===== src/rtl/bram_port_arbiter.sv =====
// bram_port_arbiter: shares a simple dual-port bRAM (port A write, port B read)
// between two writers and two readers. Each port has its own round-robin
// arbiter, and read responses are steered back to the issuing reader by a tag
// pipeline that runs in step with the bRAM read latency.
//
// Ports
//   clk, rst_n                   clock, asynchronous active-low reset
//   wr{0,1}_valid/ready/addr/data  write requesters (ready is combinational)
//   rd{0,1}_valid/ready/addr       read requesters (ready is combinational)
//   rd{0,1}_rvalid/rdata           read responses (one-cycle rvalid pulse)
//   bram_addra/dina/wea            registered bRAM write port
//   bram_addrb                     registered bRAM read address
//   bram_doutb                     bRAM read data, RD_LAT clocks after addrb
//
// Optional feature macro: BRAM_RAW_BYPASS_EN. When it is defined, a read and a
// write that reach the bRAM in the same cycle at the same address return the
// new write data instead of the bRAM collision result.
module bram_port_arbiter #(
    parameter int unsigned ADDR_W = 4,
    parameter int unsigned DATA_W = 16,
    parameter int unsigned RD_LAT = 1
) (
    input  logic              clk,
    input  logic              rst_n,
    input  logic              wr0_valid,
    output logic              wr0_ready,
    input  logic [ADDR_W-1:0] wr0_addr,
    input  logic [DATA_W-1:0] wr0_data,
    input  logic              wr1_valid,
    output logic              wr1_ready,
    input  logic [ADDR_W-1:0] wr1_addr,
    input  logic [DATA_W-1:0] wr1_data,
    input  logic              rd0_valid,
    output logic              rd0_ready,
    input  logic [ADDR_W-1:0] rd0_addr,
    output logic              rd0_rvalid,
    output logic [DATA_W-1:0] rd0_rdata,
    input  logic              rd1_valid,
    output logic              rd1_ready,
    input  logic [ADDR_W-1:0] rd1_addr,
    output logic              rd1_rvalid,
    output logic [DATA_W-1:0] rd1_rdata,
    output logic [ADDR_W-1:0] bram_addra,
    output logic [DATA_W-1:0] bram_dina,
    output logic              bram_wea,
    output logic [ADDR_W-1:0] bram_addrb,
    input  logic [DATA_W-1:0] bram_doutb
);

    localparam int unsigned PIPE_W = RD_LAT + 1;

    // Round-robin pointers: 1 means requester 1 is favoured on a tie.
    logic wr_ptr;
    logic rd_ptr;

    logic wr_gnt1_c;
    logic rd_gnt1_c;
    logic wr_hs_c;
    logic rd_hs_c;

    // Read tag pipeline; stage 0 is aligned with bram_addrb.
    logic [PIPE_W-1:0] pv;
    logic [PIPE_W-1:0] ptag;

    logic [DATA_W-1:0] rd0_hold;
    logic [DATA_W-1:0] rd1_hold;
    logic [DATA_W-1:0] resp_data_c;

    // Grant requester 1 only if it is the sole requester or it is favoured.
    assign wr_gnt1_c = wr1_valid & (~wr0_valid | wr_ptr);
    assign rd_gnt1_c = rd1_valid & (~rd0_valid | rd_ptr);

    // Exactly one ready per port outside reset; none during reset.
    assign wr0_ready = rst_n & ~wr_gnt1_c;
    assign wr1_ready = rst_n &  wr_gnt1_c;
    assign rd0_ready = rst_n & ~rd_gnt1_c;
    assign rd1_ready = rst_n &  rd_gnt1_c;

    assign wr_hs_c = (wr0_valid & wr0_ready) | (wr1_valid & wr1_ready);
    assign rd_hs_c = (rd0_valid & rd0_ready) | (rd1_valid & rd1_ready);

    // Pointer flips to the loser only when a transfer happens.
    always_ff @(posedge clk or negedge rst_n) begin
        if (!rst_n) begin
            wr_ptr <= 1'b0;
            rd_ptr <= 1'b0;
        end else begin
            if (wr_hs_c) wr_ptr <= ~wr_gnt1_c;
            if (rd_hs_c) rd_ptr <= ~rd_gnt1_c;
        end
    end

    // Write port register stage.
    always_ff @(posedge clk or negedge rst_n) begin
        if (!rst_n) begin
            bram_wea   <= 1'b0;
            bram_addra <= '0;
            bram_dina  <= '0;
        end else begin
            bram_wea <= wr_hs_c;
            if (wr_hs_c) begin
                bram_addra <= wr_gnt1_c ? wr1_addr : wr0_addr;
                bram_dina  <= wr_gnt1_c ? wr1_data : wr0_data;
            end
        end
    end

    // Read address register and tag/valid shift pipeline.
    always_ff @(posedge clk or negedge rst_n) begin
        if (!rst_n) begin
            bram_addrb <= '0;
            pv         <= '0;
            ptag       <= '0;
        end else begin
            if (rd_hs_c) bram_addrb <= rd_gnt1_c ? rd1_addr : rd0_addr;
            pv   <= {pv[PIPE_W-2:0], rd_hs_c};
            ptag <= {ptag[PIPE_W-2:0], rd_gnt1_c};
        end
    end

`ifdef BRAM_RAW_BYPASS_EN
    // Collision detected while addr/data sit on the bRAM pins, then delayed
    // to line up with bram_doutb.
    logic [RD_LAT:1]   byp_hit;
    logic [DATA_W-1:0] byp_data [RD_LAT:1];

    always_ff @(posedge clk or negedge rst_n) begin
        if (!rst_n) begin
            byp_hit <= '0;
            for (int i = 1; i <= int'(RD_LAT); i++) byp_data[i] <= '0;
        end else begin
            byp_hit[1]  <= bram_wea & pv[0] & (bram_addra == bram_addrb);
            byp_data[1] <= bram_dina;
            for (int i = 2; i <= int'(RD_LAT); i++) begin
                byp_hit[i]  <= byp_hit[i-1];
                byp_data[i] <= byp_data[i-1];
            end
        end
    end

    assign resp_data_c = byp_hit[RD_LAT] ? byp_data[RD_LAT] : bram_doutb;
`else
    assign resp_data_c = bram_doutb;
`endif

    // Responses decoded straight from pipeline flops so rvalid lines up with doutb.
    assign rd0_rvalid = pv[RD_LAT] & ~ptag[RD_LAT];
    assign rd1_rvalid = pv[RD_LAT] &  ptag[RD_LAT];

    // Last delivered data is held while no response is pending.
    always_ff @(posedge clk or negedge rst_n) begin
        if (!rst_n) begin
            rd0_hold <= '0;
            rd1_hold <= '0;
        end else begin
            if (rd0_rvalid) rd0_hold <= resp_data_c;
            if (rd1_rvalid) rd1_hold <= resp_data_c;
        end
    end

    assign rd0_rdata = rd0_rvalid ? resp_data_c : rd0_hold;
    assign rd1_rdata = rd1_rvalid ? resp_data_c : rd1_hold;

endmodule


===== config.mk =====
export PLATFORM = sky130hd
export DESIGN_NAME = bram_port_arbiter
export DESIGN_NICKNAME = d
export VERILOG_FILES = /design/src/rtl/bram_port_arbiter.sv
export SDC_FILE = /design/constraint.sdc
export NUM_CORES = 1
export LEC_CHECK = 0
export BUFFER_PORTS_ARGS = -buffer_cell sky130_fd_sc_hd__buf_2
export CORE_MARGIN = 3
export CORE_UTILIZATION = 49
export DETAILED_ROUTE_END_ITERATION = 10
export HOLD_SLACK_MARGIN = 0.12
export PLACE_DENSITY_LB_ADDON = 0.1
export SYNTH_ARGS = -nofsm -noshare
export SYNTH_HDL_FRONTEND = slang
export SYNTH_SLANG_ARGS = --single-unit

===== constraint.sdc =====
create_clock -name clk -period 2.3 [get_ports clk]
set_clock_uncertainty 0.15 [all_clocks]
set_input_delay 0.345 -clock clk [delete_from_list [all_inputs] [get_ports clk]]
set_output_delay 0.345 -clock clk [all_outputs]
set_load 0.05 [all_outputs]

==> impl_metrics.tcl <==
set metrics [dict create \
    outcome "finished clean" \
    synth_most_common_cell "dfrtp_1" \
    numCtsBuffers 9 \
    timing.final.ws_setup_ns 0.141 \
    synth-edff-count 0 \
    dpl.hpwl_um 4950 \
    worst_ep_arrival_time_ns 1.66 \
    routed-via-count 2315 \
    synth_top_area_cell "dfrtp_1" \
    synthCells 232 \
    hold_depth 3 \
    timing.hold.ws_ns 0.124 \
    die_w_um 80.1 \
    reg2reg_depth 3 \
    ant_nets 0 \
    ys_seq_elements 63 \
    ys_seq_area_share_pct 58.6 \
    crit_slowest_cell "mux2_2" \
    setup_tns_ns 0 \
    first_iter_violations 72 \
    finalSetupViolCount 0 \
    grt_max_degree 37 \
    hold_end "bram_dina[13]$_DFFE_PN0P_" \
    antenna-diode-count 0 \
    register_area_sq_mm 0.00158 \
    post_drt_wl_per_cell_um 15.3 \
    finalWirelength_um 6810 \
    synth_common_cells "dfrtp_1, a31oi_1, nor2_1, o21ai_0, mux2_2" \
    relSlewSlack_pct 21.3 \
    gp_congestion 0.775 \
    min-delay-start "wr0_data[13]" \
    min_period_ns 2.16 \
    io-pin-count 133 \
    yosysWarnings 0 \
    synth_area_leaders "dfrtp_1, mux2_2, a31oi_1, mux2_4, o21ai_0" \
    nets 440 \
    cts_setup_buffers 0 \
    synth_top_area_share_pct 58.6 \
    grt-ovfl-total 0 \
    ys_types 21 \
    power_density_mw_per_mm2 1020 \
    setup.worst_path.end_class "output pin" \
    maxCapViolations 0 \
    critical-path-max-stage-delay_ns 0.41 \
    cp_num_cells 3 \
    drc 0 \
    clk_pin_slew_worst_paths_ns 0.07 \
    hold_violations 0 \
    cts_tree "built" \
    fmaxAchievable_ghz 0.463 \
    grt_setup_unrepaired "no" \
    ir_drop_v 0.000486 \
    r2r-end "bram_dina[5]$_DFFE_PN0P_" \
    core_area_sq_mm 0.00520 \
    cts_num_sinks 63 \
    cts.root.buffer_cell "clkbuf_8" \
    fillers 427 \
    hold_path_class "in -> reg" \
    worstPathMaxFanout 17 \
    antenna_found_initial 0 \
    clk_path_buf_depth 2 \
    grt_pass1_vias 2316 \
    r2r-start "wr_ptr$_DFFE_PN0P_" \
    clkLatencyLatePin_ns 0.31 \
    portBuffers 132 \
    drt-pass1-iter-count 4 \
    critPathKind "reg -> out" \
    worstPathCellList "nand2_2 > mux2_2 > buf_2" \
    worst_slew_pin_slew_ns 1.18 \
    setup.worst_path.start "ptag[1]$_DFF_PN0_" \
    syn_avg_cell_area_sq_um 11.6 \
    avgViaCountPerCell 5.20 \
    finalCritPeriodShare_pct 93.9 \
    cp_top_family "multiplexers" \
    syn_area_sq_mm 0.00269 \
    crit_path_start_kind "flop" \
    async_flop_share_pct 100 \
    htreeDepth 3 \
    synth_nets 302 \
    syn2layout_area_growth_pct 35.1 \
    die_y_um 80.1 \
    grt_pass1_wl_um 10900 \
    synthFlopType "dfrtp_1" \
    leakagePower_uw 0.00180 \
    multi_input_area_sq_um 981 \
    grtUsageTotal_pct 22.2 \
    row_count 26 \
    drive_gt1_share_pct 50.7 \
    dp_slack_ns 0.321 \
    utilization_pct 69.8 \
    floorplan.initialDensity_pct 51.7 \
    die_area_sq_mm 0.00641 \
    critPathRequiredTime_ns 1.80 \
    rrSetupSlack_ns 0.39 \
    drv_slew 0 \
    crit_buf_inv 1 \
]
-- registers in the layout, summed over array words and instances, names as in the netlist --
signal / count
bram_addra: 4
bram_addrb: 4
bram_dina: 16
bram_wea: 1
ptag: 2
pv: 2
rd0_hold: 16
rd1_hold: 16
rd_ptr: 1
wr_ptr: 1
-- cells in the final DEF (no fill, tap or decap), drive strengths merged --
cell           n
dfrtp         63
o21ai         25
dlygate4sd3    4
a31oi         26
bufinv         1
buf          141
a21oi         22
inv            5
o21a           1
a21boi         1
nand2b         3
clkinv         3
nand2          1
and3           2
nor2          25
clkbuf        13
mux2          32
nor2b          3
nand3          4
-- what timing repair did --
action | 4_1_cts | 5_1_grt
gates resized for setup | 0 | 1
hold buffers | 4 | 0
endpoints found under the setup margin | 0 | 2
endpoints found under the hold margin | 24 | 0
-- final cells by class --
cell class	count	area share [%]
clock inverter	4	1.24
sequential	63	43.4
clock buffer	12	4.00
inverter	5	0.517
tap	70	2.41
multi-input combinational	145	27.0
timing repair buffer	146	21.4
-- metal layers --
metal | wire length, um | share of wire, % | vias to the layer above | GRT usage (%)
met5 | 0 | 0 | - | 0
met4 | 133 | 2.0 | 0 | 7.94
met2 | 3500 | 51 | 88 | 37.0
li1 | - | - | 1096 | -
met3 | 502 | 7.4 | 13 | 5.04
met1 | 2670 | 39 | 1118 | 28.2
-- worst max path at each step --
stage	slack [ns]	end
floorplan	0.31	wr0_ready
global placement	0.34	bram_dina[1]$_DFFE_PN0P_
detailed placement	0.32	bram_dina[7]$_DFFE_PN0P_
CTS	0.05	wr0_ready
global route	0.06	rd0_rdata[5]
finish	0.14	rd1_rdata[6]
-- metrics by stage --
stage / total power [uW] / cell area [sq um] / cells
global route: 3890 / 3630 / 445
detailed placement: 2820 / 3400 / 425
global placement: 2790 / 3400 / 425
CTS: 3740 / 3630 / 445
finish: 3710 / 3630 / 445
floorplan: 2470 / 2690 / 232
-- power breakdown --
part / leakage [uW] / switching, uW / total [uW] / internal (uW)
Combinational: 0.000974 / 1030 / 1410 / 378
Clock: 0.000100 / 390 / 916 / 526
Sequential: 0.000726 / 74.9 / 1380 / 1310
Total: 0.00180 / 1500 / 3710 / 2210
-- tightest hold or removal path, cell delays in order --
cell	delay, ns
buf_2	0.09
o21ai_0	0.06
a21oi_1	0.06
-- cell families after synthesis --
logic type | share of synthesized area (%)
buf+inv | 4.89
flops | 58.6
mux | 14.7
compound gates | 15.5
simple gates | 6.33
Power figures use the tool's default switching activity.
